**src/rtl/psum_wb_ctrl_pkg.sv**
```systemverilog
// Shared definitions for the partial-sum writeback controller:
// FSM state encoding and signed saturation limits.
package psum_wb_ctrl_pkg;

   typedef enum logic [2:0] {
      ST_IDLE   = 3'd0,
      ST_DRAIN  = 3'd1,
      ST_ACC_RD = 3'd2,
      ST_ACC_WR = 3'd3,
      ST_DONE   = 3'd4
   } state_e;

   // Limits are returned 64 bits wide; callers keep the low bw bits.
   function automatic logic [63:0] sat_max(input int unsigned bw);
      return (64'd1 << (bw - 1)) - 64'd1;
   endfunction

   function automatic logic [63:0] sat_min(input int unsigned bw);
      return ~sat_max(bw);
   endfunction

endpackage

```
**src/rtl/psum_wb_ctrl_if.sv**
```systemverilog
// OFIFO read port plus psum SRAM port, as seen by the writeback controller.
interface psum_wb_ctrl_if #(
   parameter int psum_bw = 16,
   parameter int col     = 8,
   parameter int addr_w  = 11
);
   logic                     ofifo_valid;
   logic [psum_bw*col-1:0]   ofifo_rdata;
   logic                     ofifo_rd;
   logic                     sram_cen;
   logic                     sram_wen;
   logic [addr_w-1:0]        sram_addr;
   logic [psum_bw*col-1:0]   sram_wdata;
   logic [psum_bw*col-1:0]   sram_rdata;

   modport master (
      input  ofifo_valid, ofifo_rdata, sram_rdata,
      output ofifo_rd, sram_cen, sram_wen, sram_addr, sram_wdata
   );

   modport slave (
      output ofifo_valid, ofifo_rdata, sram_rdata,
      input  ofifo_rd, sram_cen, sram_wen, sram_addr, sram_wdata
   );
endinterface

```
**src/rtl/psum_sat_add.sv**
```systemverilog
// One lane of the accumulate path: signed add clamped to the lane range.
module psum_sat_add
   import psum_wb_ctrl_pkg::*;
#(
   parameter int psum_bw = 16
) (
   input  logic [psum_bw-1:0] a_i,
   input  logic [psum_bw-1:0] b_i,
   output logic [psum_bw-1:0] sum_o
);
   localparam logic [63:0]        MAX64 = sat_max(psum_bw);
   localparam logic [63:0]        MIN64 = sat_min(psum_bw);
   localparam logic [psum_bw-1:0] MAX_V = MAX64[psum_bw-1:0];
   localparam logic [psum_bw-1:0] MIN_V = MIN64[psum_bw-1:0];

   logic [psum_bw:0] wide;

   assign wide = {a_i[psum_bw-1], a_i} + {b_i[psum_bw-1], b_i};

   // Overflow shows up as the extra sign bit disagreeing with the lane MSB.
   always_comb begin
      sum_o = wide[psum_bw-1:0];
      if (wide[psum_bw] != wide[psum_bw-1]) begin
         sum_o = wide[psum_bw] ? MIN_V : MAX_V;
      end
   end
endmodule

```
**src/rtl/psum_wb_ctrl.sv**
```systemverilog
// Drains OFIFO entries into psum SRAM, either overwriting rows or
// read-modify-writing them with a per-lane saturating add.
module psum_wb_ctrl
   import psum_wb_ctrl_pkg::*;
#(
   parameter int psum_bw = 16,
   parameter int col     = 8,
   parameter int addr_w  = 11
) (
   input  logic              clk,
   input  logic              reset,
   input  logic              start,
   input  logic              acc_en,
   input  logic [addr_w-1:0] base_addr,
   input  logic [addr_w:0]   num_rows,
   output logic              busy,
   output logic              done,
   psum_wb_ctrl_if.master    bus
);
   localparam int              DW      = psum_bw * col;
   localparam logic [addr_w:0] REM_ONE = 1;

   state_e            state_q, state_d;
   logic [addr_w-1:0] ptr_q, ptr_d;
   logic [addr_w:0]   rem_q, rem_d;
   logic              mode_q, mode_d;
   logic [DW-1:0]     hold_q, hold_d;
   logic [DW-1:0]     sat_sum;

   for (genvar gi = 0; gi < col; gi++) begin : g_lane
      psum_sat_add #(.psum_bw(psum_bw)) u_sat_add (
         .a_i   (hold_q[gi*psum_bw +: psum_bw]),
         .b_i   (bus.sram_rdata[gi*psum_bw +: psum_bw]),
         .sum_o (sat_sum[gi*psum_bw +: psum_bw])
      );
   end

   always_ff @(posedge clk) begin
      if (!reset) begin
         state_q <= ST_IDLE;
         ptr_q   <= '0;
         rem_q   <= '0;
         mode_q  <= 1'b0;
         hold_q  <= '0;
      end else begin
         state_q <= state_d;
         ptr_q   <= ptr_d;
         rem_q   <= rem_d;
         mode_q  <= mode_d;
         hold_q  <= hold_d;
      end
   end

   always_comb begin
      state_d        = state_q;
      ptr_d          = ptr_q;
      rem_d          = rem_q;
      mode_d         = mode_q;
      hold_d         = hold_q;
      busy           = 1'b1;
      done           = 1'b0;
      bus.ofifo_rd   = 1'b0;
      bus.sram_cen   = 1'b1;
      bus.sram_wen   = 1'b1;
      bus.sram_addr  = '0;
      bus.sram_wdata = '0;

      case (state_q)
         ST_IDLE: begin
            busy = 1'b0;
            if (start) begin
               ptr_d  = base_addr;
               rem_d  = num_rows;
               mode_d = acc_en;
               if (num_rows == '0) begin
                  state_d = ST_DONE;
               end else if (acc_en) begin
                  state_d = ST_ACC_RD;
               end else begin
                  state_d = ST_DRAIN;
               end
            end
         end

         // Write straight through from the FIFO head; a stall leaves the SRAM deselected.
         ST_DRAIN: begin
            bus.ofifo_rd   = bus.ofifo_valid;
            bus.sram_cen   = ~bus.ofifo_valid;
            bus.sram_wen   = 1'b0;
            bus.sram_addr  = ptr_q;
            bus.sram_wdata = bus.ofifo_rdata;
            if (bus.ofifo_valid) begin
               ptr_d = ptr_q + 1'b1;
               rem_d = rem_q - 1'b1;
               if (rem_q == REM_ONE) begin
                  state_d = ST_DONE;
               end
            end
         end

         ST_ACC_RD: begin
            if (bus.ofifo_valid) begin
               bus.ofifo_rd  = 1'b1;
               bus.sram_cen  = 1'b0;
               bus.sram_wen  = 1'b1;
               bus.sram_addr = ptr_q;
               hold_d        = bus.ofifo_rdata;
               state_d       = ST_ACC_WR;
            end
         end

         // SRAM read data for ptr arrives this cycle, one cycle after the read.
         ST_ACC_WR: begin
            bus.sram_cen   = 1'b0;
            bus.sram_wen   = 1'b0;
            bus.sram_addr  = ptr_q;
            bus.sram_wdata = sat_sum;
            ptr_d          = ptr_q + 1'b1;
            rem_d          = rem_q - 1'b1;
            if (rem_q == REM_ONE) begin
               state_d = ST_DONE;
            end else begin
               state_d = mode_q ? ST_ACC_RD : ST_DRAIN;
            end
         end

         ST_DONE: begin
            done    = 1'b1;
            state_d = ST_IDLE;
         end

         default: begin
            state_d = ST_IDLE;
         end
      endcase
   end
endmodule

```
**src/flat_wrapper.sv**
```systemverilog
// flat-port wrapper written by rule: the top's interface ports become plain ports
module psum_wb_ctrl_flat import psum_wb_ctrl_pkg::*;
#(
   parameter int psum_bw = 16,
   parameter int col     = 8,
   parameter int addr_w  = 11
)
  (clk, reset, start, acc_en, base_addr, num_rows, busy, done, bus_ofifo_valid, bus_ofifo_rdata, bus_sram_rdata, bus_ofifo_rd, bus_sram_cen, bus_sram_wen, bus_sram_addr, bus_sram_wdata);
  psum_wb_ctrl_if #(.psum_bw(psum_bw), .col(col), .addr_w(addr_w)) bus_i ();
  input  logic clk;
  input  logic reset;
  input  logic start;
  input  logic acc_en;
  input  logic [addr_w-1:0] base_addr;
  input  logic [addr_w:0] num_rows;
  output logic busy;
  output logic done;
  input wire logic [$bits(bus_i.ofifo_valid)-1:0] bus_ofifo_valid;
  input wire logic [$bits(bus_i.ofifo_rdata)-1:0] bus_ofifo_rdata;
  input wire logic [$bits(bus_i.sram_rdata)-1:0] bus_sram_rdata;
  output wire logic [$bits(bus_i.ofifo_rd)-1:0] bus_ofifo_rd;
  output wire logic [$bits(bus_i.sram_cen)-1:0] bus_sram_cen;
  output wire logic [$bits(bus_i.sram_wen)-1:0] bus_sram_wen;
  output wire logic [$bits(bus_i.sram_addr)-1:0] bus_sram_addr;
  output wire logic [$bits(bus_i.sram_wdata)-1:0] bus_sram_wdata;
  assign bus_i.ofifo_valid = bus_ofifo_valid;
  assign bus_i.ofifo_rdata = bus_ofifo_rdata;
  assign bus_i.sram_rdata = bus_sram_rdata;
  assign bus_ofifo_rd = bus_i.ofifo_rd;
  assign bus_sram_cen = bus_i.sram_cen;
  assign bus_sram_wen = bus_i.sram_wen;
  assign bus_sram_addr = bus_i.sram_addr;
  assign bus_sram_wdata = bus_i.sram_wdata;
  psum_wb_ctrl #(.psum_bw(psum_bw), .col(col), .addr_w(addr_w)) u_core (.clk(clk), .reset(reset), .start(start), .acc_en(acc_en), .base_addr(base_addr), .num_rows(num_rows), .busy(busy), .done(done), .bus(bus_i));
endmodule
```
**config.mk**
```make
export PLATFORM = sky130hd
export DESIGN_NAME = psum_wb_ctrl_flat
export DESIGN_NICKNAME = d
export VERILOG_FILES = /design/src/rtl/psum_wb_ctrl_pkg.sv /design/src/rtl/psum_wb_ctrl_if.sv /design/src/rtl/psum_sat_add.sv /design/src/rtl/psum_wb_ctrl.sv /design/src/flat_wrapper.sv
export SDC_FILE = /design/constraint.sdc
export NUM_CORES = 1
export LEC_CHECK = 0
export ABC_AREA = 1
export CELL_PAD_IN_SITES_DETAIL_PLACEMENT = 1
export CELL_PAD_IN_SITES_GLOBAL_PLACEMENT = 2
export CORE_ASPECT_RATIO = 1.1
export CORE_MARGIN = 3
export CORE_UTILIZATION = 25
export DETAILED_ROUTE_END_ITERATION = 16
export GPL_ROUTABILITY_DRIVEN = 1
export PLACE_DENSITY_LB_ADDON = 0.1
export SYNTH_ARGS = -nofsm -noshare
export SYNTH_HDL_FRONTEND = slang
export SYNTH_SLANG_ARGS = --single-unit
```
**constraint.sdc**
```tcl
create_clock -name clk -period 4.9 [get_ports clk]
set_input_delay 0.735 -clock clk [delete_from_list [all_inputs] [get_ports clk]]
set_output_delay 0.735 -clock clk [all_outputs]
set_load 0.05 [all_outputs]
```
==> reports/qor.txt <==
CTS Buf Count -> 17
commonest non-fill, non-tap cell in the layout -> nand2_1
max cap viols -> 0
vias in the first global route -> 20200
Worst Setup Path Type -> in2out
status -> complete, no violations
Max Used Layer -> met5
Post-synth top flop -> dfxtp_1
Max FO, Critical Path -> 10
most frequent cells in the layout -> nand2_1 (796), nor2_1 (413), clkdlybuf4s50_1 (299)
number of placement rows -> 96
Final Setup Violations -> 0
Comb power frac -> 0.689
GPL Wtd Cong -> 0.851
postcts setup bufs -> 0
VDD IR max -> 0.000302 V
dpl cell area -> 21600 um2
I/O Pins -> 428
Post-synth EDFFs -> 0
CP startpoint kind -> input port
Yosys warning total -> 0
power density over cell area -> 452 nW/um2
# nets final -> 3527
Unique masters post-synth -> 41
routed wire length -> 70200 um
port buffer count -> 427
clk_lat worst skew -> 480 ps
syn nets -> 3155
met3 WL -> 3480 um
die area -> 67000 um2
post-DP HPWL -> 56000 um
Mapped Cells -> 2724
CP Capture Type -> primary output
DR vias/cell -> 4.74
DRT Pass-1 Iters -> 5
fraction of layout cells with a size suffix above 1 -> 0.102
r2r worst-path depth -> 8
Avg Cell Area, Syn -> 5.87 um2
Worst EP required -> 4160 ps
CTS tree -> built
Tot GR Track Use -> 0.208
RSZ-0062 raised after global routing -> false
TritonCTS Sinks -> 155
Peak Freq -> 218 MHz
internal power -> 4750 uW
Sequential Power Share -> 0.180
Min-Delay Path Class -> reg2reg
clock-pin slew on the worst setup and hold paths -> 70 ps
Antenna Nets Post-Route -> 0
first-pass GRT wire length -> 110000 um
FILL cells -> 8095
setup TNS -> 0 ps
clock network fraction of total power -> 0.130
remaining global-route overflow -> 0
Final Max Tran Viols -> 0
fin area -> 22200 um2
Die Y -> 271 um
slew margin rel. -> 0.306
Met2 Routed Length -> 35600 um
register area share after synthesis -> 0.194
clock buffer depth -> 2
Area Overhead vs Synth -> 39.0%
crit path time final -> 4600 ps
Mapped Area -> 16000 um2
period utilization -> 0.938
final hold vios -> 0
DR vias -> 18700
area of the core -> 62800 um2
Initial Util -> 0.255
P_leak -> 0.0111 uW
post-synthesis async set-or-reset flop share -> 0
Post-Layout Cell Count -> 3955
drc violations -> 0
H-tree depth -> 4
P_sw -> 5310 uW
DR iter-0 viols -> 645
initial antenna violation count -> 19
worst path arrival time -> 3860 ps
slew of the pin with the lowest slew margin -> 1040 ps
clock root buffer -> clkbuf_16
pin count of the biggest net entering global routing -> 89
sw frac -> 0.528
hold depth -> 2
FF+latch count, synth -> 155
die span in x -> 247 um
clk_skew -> 11.5 ps
Routed WL per cell -> 17.8 um
met1 WL -> 29900 um
Placed Cells -> 3909
-- worst max-delay path, stage by stage --
cell and delay, ps:
clkdlybuf4s50_1 410, ha_1 260, fa_1 400, nand2_1 100, nand3_1 90, nand3_1 100
nand2_1 80, nand2_1 80, nand2_1 60, nand2_1 90, nand3_1 100, and2_1 200
ha_2 380, clkinvlp_4 230, nand3_1 150, nand3_1 90, nand2_1 150, buf_12 140
-- path summary, 6_finish.rpt --
kind	endpoint	slack (ps)	startpoint
max	bus_sram_wdata[24]	300	bus_sram_rdata[16]
min	u_core.ptr_q[10]	470	u_core.ptr_q[10]
max reg2reg	u_core.rem_q[6]	2010	u_core.state_q[0]
min reg2reg	u_core.ptr_q[10]	470	u_core.ptr_q[10]
-- synthesized netlist by cell type, types with 6 or more instances --
cell / count / area, um2
nand2_1: 796 / 2990
nor2_1: 415 / 1560
inv_1: 239 / 897
nand3_1: 239 / 1200
o21ai_0: 192 / 961
dfxtp_1: 155 / 3100
a21oi_1: 146 / 731
ha_1: 139 / 1740
nand2_2: 49 / 307
xnor2_1: 43 / 377
clkbuf_1: 40 / 150
buf_2: 32 / 160
nand3_2: 32 / 320
o21ai_1: 23 / 115
inv_2: 19 / 71.3
nor3_1: 19 / 95.1
nand4_1: 14 / 87.6
or2_2: 14 / 87.6
o21bai_1: 13 / 97.6
and2_1: 12 / 75.1
xor2_1: 11 / 96.3
nand3b_1: 9 / 67.6
buf_4: 8 / 60.1
buf_6: 8 / 90.1
fa_1: 8 / 160
nand2_4: 8 / 90.1
buf_1: 6 / 22.5
-- cell type report --
class / count / area [um2] / area share
inverters: 264 / 1010 / 0.0455
multi-input cells: 2210 / 11400 / 0.514
clock buffers: 22 / 464 / 0.0209
well taps: 833 / 1040 / 0.0469
flip-flops and latches: 155 / 3100 / 0.140
repair buffers: 447 / 5070 / 0.228
repair inverters: 1 / 7.51 / 0.000338
diodes: 13 / 32.5 / 0.00146
clock inverters: 10 / 68.8 / 0.00310
-- flip-flops by register name (all words and copies together), names as in the netlist --
name and cells:
u_core.ptr_q 11, u_core.state_q 3, u_core.hold_q 128, u_core.mode_q 1
u_core.rem_q 12
-- metal layers --
layer	vias up	GRT usage
li1	9524	-
met1	8824	0.241
met2	305	0.383
met3	62	0.0460
met4	12	0.0532
met5	-	0
-- timing repair --
| item | 4_1_cts | 5_1_grt |
|---|---|---|
| setup endpoints to repair | 0 | 33 |
| hold buffers | 0 | 0 |
| gates resized for setup | 0 | 10 |
-- per-stage QoR --
stage	total power, uW	util	hold slack, ps	setup WS (ps)
5_1_grt	11000	0.354	518	25.2
3_3_place_gp	8670	0.344	456	242
3_5_place_dp	8750	0.344	473	153
6_report	10100	0.354	475	303
2_1_floorplan	6390	-	443	755
4_1_cts	10200	0.353	483	143
-- power groups by stage --
stage                     registers [uW]  clock network, uW  logic [uW]
after floorplan                     1760                  0        4620
after detailed placement            1830                  0        6920
final                               1810               1310        6930
after global routing                1860               1430        7690
after CTS                           1810               1390        6950
after global placement              1830                  0        6850
-- cells by family after synthesis --
| kind of cell | Yosys count | synth area share |
|---|---|---|
| buf+inv | 359 | 0.0939 |
| fa+ha+maj | 147 | 0.119 |
| xor+xnor | 54 | 0.0296 |
| simple gates | 1617 | 0.435 |
| compound gates | 392 | 0.128 |
| flops | 155 | 0.194 |
No activity file was read; power rests on OpenSTA's default activity.
